`src/rtl/dma_bus_master_if.sv`:
```
// Data-memory bus between the DMA master and the arbiter/memory side.
interface dma_bus_master_if;
    logic        bus_req;
    logic        bus_gnt;
    logic        rd;
    logic        wr;
    logic [31:0] addr;
    logic [31:0] wdata;
    logic [31:0] rdata;
    logic        accessable;

    modport master (output bus_req, rd, wr, addr, wdata,
                    input  bus_gnt, rdata, accessable);
    modport slave  (input  bus_req, rd, wr, addr, wdata,
                    output bus_gnt, rdata, accessable);
endinterface

```
`src/rtl/dma_bus_master.sv`:
```
// Word-copy DMA master: reads a word, writes it, repeats len times on the shared data bus.
// Optional completion/error interrupt enabled by defining DMA_BUS_MASTER_IRQ_EN.
module dma_bus_master #(
    parameter int LEN_W = 10
) (
    input  logic             clk,
    input  logic             reset,
    input  logic             start,
    input  logic [31:0]      src_addr,
    input  logic [31:0]      dst_addr,
    input  logic [LEN_W-1:0] len,
    dma_bus_master_if.master bus,
    output logic             busy,
    output logic             done,
    output logic             err,
    output logic [31:0]      err_addr,
    output logic             irq,
    input  logic             irq_clr
);
    typedef enum logic [2:0] {IDLE, REQ, RD, WR, DONE, ERR} state_t;

    state_t           state, state_next;
    logic [31:0]      cur_src, cur_dst, buffer;
    logic [LEN_W-1:0] remaining;
    logic             accept, misaligned, rd_ok, wr_ok, fail;

    assign accept     = (state == IDLE) && start;
    assign misaligned = (src_addr[1:0] != 2'b00) || (dst_addr[1:0] != 2'b00);
    assign rd_ok      = (state == RD) && bus.bus_gnt && bus.accessable;
    assign wr_ok      = (state == WR) && bus.bus_gnt && bus.accessable;
    assign fail       = ((state == RD) || (state == WR)) && bus.bus_gnt && !bus.accessable;
    assign busy       = (state != IDLE);

    always_ff @(posedge clk or posedge reset) begin
        if (reset) state <= IDLE;
        else       state <= state_next;
    end

    always_comb begin
        state_next  = state;
        bus.bus_req = 1'b0;
        bus.rd      = 1'b0;
        bus.wr      = 1'b0;
        bus.addr    = 32'h0;
        bus.wdata   = 32'h0;
        done        = 1'b0;
        case (state)
            IDLE: begin
                if (start) begin
                    if (len == '0)      state_next = DONE;
                    else if (misaligned) state_next = ERR;
                    else                 state_next = REQ;
                end
            end
            REQ: begin
                bus.bus_req = 1'b1;
                if (bus.bus_gnt) state_next = RD;
            end
            RD: begin
                bus.bus_req = 1'b1;
                bus.rd      = bus.bus_gnt;
                bus.addr    = cur_src;
                if (bus.bus_gnt) state_next = bus.accessable ? WR : ERR;
            end
            WR: begin
                bus.bus_req = 1'b1;
                bus.wr      = bus.bus_gnt;
                bus.addr    = cur_dst;
                bus.wdata   = buffer;
                if (bus.bus_gnt) begin
                    if (!bus.accessable)              state_next = ERR;
                    else if (remaining == LEN_W'(1))  state_next = DONE;
                    else                              state_next = RD;
                end
            end
            DONE: begin
                done       = 1'b1;
                state_next = IDLE;
            end
            ERR:     state_next = IDLE;
            default: state_next = IDLE;
        endcase
    end

    // Transfer counters, word buffer and error capture; gnt low freezes everything.
    always_ff @(posedge clk or posedge reset) begin
        if (reset) begin
            cur_src   <= 32'h0;
            cur_dst   <= 32'h0;
            remaining <= '0;
            buffer    <= 32'h0;
            err       <= 1'b0;
            err_addr  <= 32'h0;
        end else begin
            if (accept) begin
                cur_src   <= src_addr;
                cur_dst   <= dst_addr;
                remaining <= len;
                err       <= 1'b0;
                err_addr  <= 32'h0;
                if ((len != '0) && misaligned) begin
                    err      <= 1'b1;
                    err_addr <= (src_addr[1:0] != 2'b00) ? src_addr : dst_addr;
                end
            end
            if (rd_ok) buffer <= bus.rdata;
            if (wr_ok) begin
                cur_src   <= cur_src + 32'd4;
                cur_dst   <= cur_dst + 32'd4;
                remaining <= remaining - LEN_W'(1);
            end
            if (fail) begin
                err      <= 1'b1;
                err_addr <= (state == RD) ? cur_src : cur_dst;
            end
        end
    end

`ifdef DMA_BUS_MASTER_IRQ_EN
    // Set takes priority over a simultaneous clear.
    always_ff @(posedge clk or posedge reset) begin
        if (reset)                              irq <= 1'b0;
        else if ((state == DONE) || (state == ERR)) irq <= 1'b1;
        else if (irq_clr)                       irq <= 1'b0;
    end
`else
    logic unused_irq_clr;
    assign unused_irq_clr = irq_clr;
    assign irq            = 1'b0;
`endif

endmodule
```
`src/flat_wrapper.sv`:
```
// flat-port wrapper written by rule: the top's interface ports become plain ports
module dma_bus_master_flat 
#(
    parameter int LEN_W = 10
)
  (clk, reset, start, src_addr, dst_addr, len, busy, done, err, err_addr, irq, irq_clr, bus_bus_req, bus_rd, bus_wr, bus_addr, bus_wdata, bus_bus_gnt, bus_rdata, bus_accessable);
  dma_bus_master_if bus_i ();
  input  logic clk;
  input  logic reset;
  input  logic start;
  input  logic [31:0] src_addr;
  input  logic [31:0] dst_addr;
  input  logic [LEN_W-1:0] len;
  output logic busy;
  output logic done;
  output logic err;
  output logic [31:0] err_addr;
  output logic irq;
  input  logic irq_clr;
  output wire logic [$bits(bus_i.bus_req)-1:0] bus_bus_req;
  output wire logic [$bits(bus_i.rd)-1:0] bus_rd;
  output wire logic [$bits(bus_i.wr)-1:0] bus_wr;
  output wire logic [$bits(bus_i.addr)-1:0] bus_addr;
  output wire logic [$bits(bus_i.wdata)-1:0] bus_wdata;
  input wire logic [$bits(bus_i.bus_gnt)-1:0] bus_bus_gnt;
  input wire logic [$bits(bus_i.rdata)-1:0] bus_rdata;
  input wire logic [$bits(bus_i.accessable)-1:0] bus_accessable;
  assign bus_bus_req = bus_i.bus_req;
  assign bus_rd = bus_i.rd;
  assign bus_wr = bus_i.wr;
  assign bus_addr = bus_i.addr;
  assign bus_wdata = bus_i.wdata;
  assign bus_i.bus_gnt = bus_bus_gnt;
  assign bus_i.rdata = bus_rdata;
  assign bus_i.accessable = bus_accessable;
  dma_bus_master #(.LEN_W(LEN_W)) u_core (.clk(clk), .reset(reset), .start(start), .src_addr(src_addr), .dst_addr(dst_addr), .len(len), .bus(bus_i), .busy(busy), .done(done), .err(err), .err_addr(err_addr), .irq(irq), .irq_clr(irq_clr));
endmodule
```
`config.mk`:
```
export PLATFORM = sky130hd
export DESIGN_NAME = dma_bus_master_flat
export DESIGN_NICKNAME = d
export VERILOG_FILES = /design/src/rtl/dma_bus_master_if.sv /design/src/rtl/dma_bus_master.sv /design/src/flat_wrapper.sv
export SDC_FILE = /design/constraint.sdc
export NUM_CORES = 1
export LEC_CHECK = 0
export ABC_AREA = 0
export BUFFER_PORTS_ARGS = -buffer_cell sky130_fd_sc_hd__buf_2
export CORE_MARGIN = 2
export CORE_UTILIZATION = 50
export CTS_CLUSTER_DIAMETER = 120
export DETAILED_ROUTE_END_ITERATION = 12
export PLACE_DENSITY_LB_ADDON = 0.25
export SLEW_MARGIN = 10
export SYNTH_ARGS = -nofsm -noshare
export SYNTH_HDL_FRONTEND = slang
export SYNTH_SLANG_ARGS = --single-unit
```
`constraint.sdc`:
```
create_clock -name clk -period 10.41 [get_ports clk]
set_input_delay 1.5615 -clock clk [delete_from_list [all_inputs] [get_ports clk]]
set_output_delay 1.5615 -clock clk [all_outputs]
set_load 0.02 [all_outputs]
```
==> flow_summary.toml <==
[outcome]
status = "finished, final reports clean"

[synthesis]
synth-simple-area-share_pct = 23.59
synth_edf_count = 0
synth_top_family_by_area = "simple AND/OR/NAND/NOR gates"
seq_area_frac_synth_pct = 42.38
postSynthRegisterBits = 142
syn_area_per_cell_sq_um = 8.854
synth-compound-area-share_pct = 19.36
synth_cell_types = 62
syn-instance-count = 947
synthArstFlopShare_pct = 100.0
synth_area_sq_um = 8384
yosysWarnings = 0
synthAdderAreaFrac_pct = 0.5969
synthesis.nets = 1063
synthMuxAreaShare_pct = 9.193
ys.flop_type = "dfrtp_1"
yosys.area_share.xor_xnor_pct = 0.3134

[worst_hold_path]
hp-class = "register to register"
min_to = "u_core.buffer[0]"
min_from = "u_core.buffer[0]"
hold_depth = 1

[power]
internal_power_mw = 1.626
p_comb_share_pct = 40.4
leakage_nw = 4.799
clkPwrFrac_pct = 21.0
switching_share_pct = 43.90
pwr_density_cell_nw_per_um2 = 287.1
p_seq_share_pct = 38.6
ir_drop_mv = 0.1404
p_switching_mw = 1.272

[clocking]
cts_tree = "built"
cts_hold_buf = 0
clk_latency_ns = 0.43
post_cts_resize_count = 0
clock_path_buffers = 2
clock_sinks = 142
h-tree-depth = 4
clk_pin_slew_ns = 0.06
cts-buffers-inserted = 17
cts_root_buf = "clkbuf_16"
cts_setup_buffers = 0

[sta]
slew_violations = 0
period_minus_slack_ns = 5.096
min_period_over_period_pct = 48.96
tightest_slew_ns = 1.199
setup_violations = 0
clock.fmax_mhz = 196.2
slew_headroom_pct = 19.74
fin_ws_ns = 5.314
rsz0062_at_grt = "false"
setup_tns_ns = 0
skew_ns = 0.01003
finalHoldViolations = 0

[die]
fp.dieW_microns = 133.5
die_h_microns = 133.5
dieArea_sq_um = 17820
start_util_pct = 50.92
pin_count = 215
num_rows = 47
coreArea_sq_um = 16470

[placement]
dp_hpwl_mm = 17.13
post-place-ws_ns = 5.876
portBuffers = 212
placed_cells_incl_taps = 1311
place.gp.congestion = 0.8920

[grt]
grtUsageMet3_pct = 5.479
grt_max_degree = 75
use_met2_pct = 46.39
antenna_found_initial = 1
met1_usage_pct = 40.31
top_usage_layer = "met2"
gr-total-overflow = 0
grt_pass1_vias = 7890
gr-usage-all-layers_pct = 29.32
grt_pass1_wl_mm = 41.64

[critical_path]
r2r_start = "u_core.state[0]"
rrSetupSlack_ns = 6.75
crit_arrival_ns = 3.53
ff2ff_path_depth = 7
start_kind = "register"
r2r-end = "u_core.err_addr[30]"
required_ns = 8.85
worstSetupEndpointType = "primary output"
path_class = "register to primary output"
cp_max_fo = 36

[finish]
area_delta_synth_final_pct = 20.35
diodes = 0
final.fill_count = 1472
layoutNonFillerInstCount = 1343
nets = 1226
drive_gt1_share_pct = 28.32
regArea_sq_um = 3553
multi_input_comb_area_sq_um = 4494

[route]
viasPerCell = 6.172
postRouteAntennaNets = 0
drc = 0
wl_mm = 25.80
wire_per_inst_microns = 19.21
drt_iter0_markers = 822
drt-pass1-iter-count = 5
num_vias = 8289

[flow_run]
drv_cap = 0
==> synth_stat cells (2+ instances only) <==
| cell | instances | share of area [%] |
|---|---|---|
| nand2_1 | 207 | 9.3 |
| dfrtp_1 | 142 | 42 |
| o21ai_0 | 53 | 3.2 |
| clkbuf_1 | 52 | 2.3 |
| nand3_1 | 52 | 3.1 |
| mux2i_1 | 41 | 4.9 |
| and3_1 | 40 | 3.0 |
| mux2_2 | 32 | 4.3 |
| a21oi_1 | 31 | 1.9 |
| o211ai_1 | 31 | 2.8 |
| a2bb2oi_1 | 25 | 2.6 |
| nor2_1 | 24 | 1.1 |
| o311ai_0 | 22 | 2.3 |
| buf_2 | 14 | 0.84 |
| nand4_1 | 13 | 0.97 |
| or3_1 | 13 | 0.97 |
| a31oi_1 | 11 | 0.82 |
| inv_1 | 11 | 0.49 |
| a22o_1 | 10 | 1.0 |
| a22oi_1 | 10 | 0.90 |
| buf_1 | 8 | 0.36 |
| o221ai_1 | 8 | 0.84 |
| nor3_1 | 7 | 0.42 |
| nor4_1 | 7 | 0.52 |
| or4_1 | 7 | 0.63 |
| and2_1 | 6 | 0.45 |
| and4_1 | 6 | 0.63 |
| a221o_1 | 5 | 0.60 |
| ha_1 | 4 | 0.60 |
| a21o_1 | 3 | 0.27 |
| a31o_2 | 3 | 0.31 |
| nor2b_1 | 3 | 0.22 |
| nor4_2 | 3 | 0.45 |
| o211ai_2 | 3 | 0.45 |
| o311ai_1 | 3 | 0.31 |
| o311ai_2 | 3 | 0.58 |
| or2_2 | 3 | 0.22 |
| buf_4 | 2 | 0.18 |
| buf_6 | 2 | 0.27 |
| nand2b_1 | 2 | 0.15 |
| nand3b_1 | 2 | 0.18 |
| or2_1 | 2 | 0.15 |
| xnor2_1 | 2 | 0.21 |
==> power by group through the flow <==
stage                     Combinational [mW]  Clock, mW  Sequential (mW)
after floorplan                        0.811          0             1.08
after global placement                  1.14          0             1.10
after detailed placement                1.17          0             1.11
after CTS                               1.17      0.615             1.10
after global routing                    1.28      0.641             1.16
final                                   1.17      0.609             1.12
==> worst max-delay path: stages, from the launching register on <==
cell     delay, ns
dfrtp_1       0.50
nor2b_2       1.01
and2_1        0.71
buf_4         0.46
nand2_1       0.14
nand2_1       0.12
buf_2         0.17
==> sequential cells by signal (all words and copies together), names as in the netlist <==
register and cells:
u_core.state 3, u_core.err 1, u_core.buffer 32, u_core.cur_src 32, u_core.err_addr 32, u_core.remaining 10
u_core.cur_dst 32
==> per-stage QoR <==
step | cell area (sq um) | total power [mW] | hold slack (ns) | util [%]
after floorplan | 8384 | 1.889 | 0.4679 | -
after global placement | 9513 | 2.239 | 0.4779 | 57.77
after detailed placement | 9513 | 2.279 | 0.4819 | 57.77
after CTS | 10090 | 2.892 | 0.5025 | 61.28
after global routing | 10090 | 3.085 | 0.5166 | 61.28
final | 10090 | 2.898 | 0.5006 | 61.28
==> cell type report <==
| cell class | count | share of cell area (%) |
|---|---|---|
| Clock buffer | 17 | 4.216 |
| Multi-Input combinational cell | 715 | 44.54 |
| Clock inverter | 15 | 1.513 |
| Sequential cell | 142 | 35.21 |
| Timing Repair Buffer | 223 | 11.33 |
| Inverter | 11 | 0.4588 |
| Tap cell | 220 | 2.728 |
==> worst max-delay path by stage <==
stage	start	cells past startpoint	endpoint	slack, ns
after floorplan	reset	1	u_core.buffer[0]	5.04
final	u_core.state[1]	6	bus_addr[30]	5.31
after detailed placement	u_core.state[1]	6	bus_addr[30]	5.88
after global placement	u_core.state[1]	5	bus_addr[0]	5.86
after global routing	u_core.state[1]	6	bus_addr[29]	5.19
after CTS	u_core.state[1]	6	bus_addr[30]	5.41
==> cells in the final DEF (no fill, tap or decap), types with 4 or more instances in the layout <==
master       n
a31oi_1     11
clkbuf_16   17
buf_2      212
o221ai_1     8
a21oi_1     31
inv_6        7
ha_1         4
nand2_1    207
and2_1       6
and3_1      40
mux2_2      32
a22oi_1     10
inv_1       10
o211ai_1    31
dfrtp_1    142
nor4_1       7
a221o_1      5
o311ai_0    22
and4_1       6
nand4_1     13
nor3_1       7
buf_4       11
nand3_1     52
nor2_1      19
o21ai_0     53
or2_2        4
mux2i_1     41
a2bb2oi_1   25
or4_1        7
a22o_1      10
or3_1       13
==> cells by family (layout without fill, tap and decap cells) <==
kind of cell / Yosys count / count (layout)
compound gates: 227 / 227
xor+xnor: 3 / 3
fa+ha+maj: 4 / 4
buf+inv: 90 / 266
flops: 142 / 142
mux: 73 / 73
other cells: 1 / 1
simple gates: 407 / 407
==> metal layers <==
metal  wire [microns]  up-vias
met5               13        -
met4              613        2
met3             1987       49
met2            12290      390
met1            10890     4034
li1                 -     3814
No activity file was read; power rests on OpenSTA's default activity.
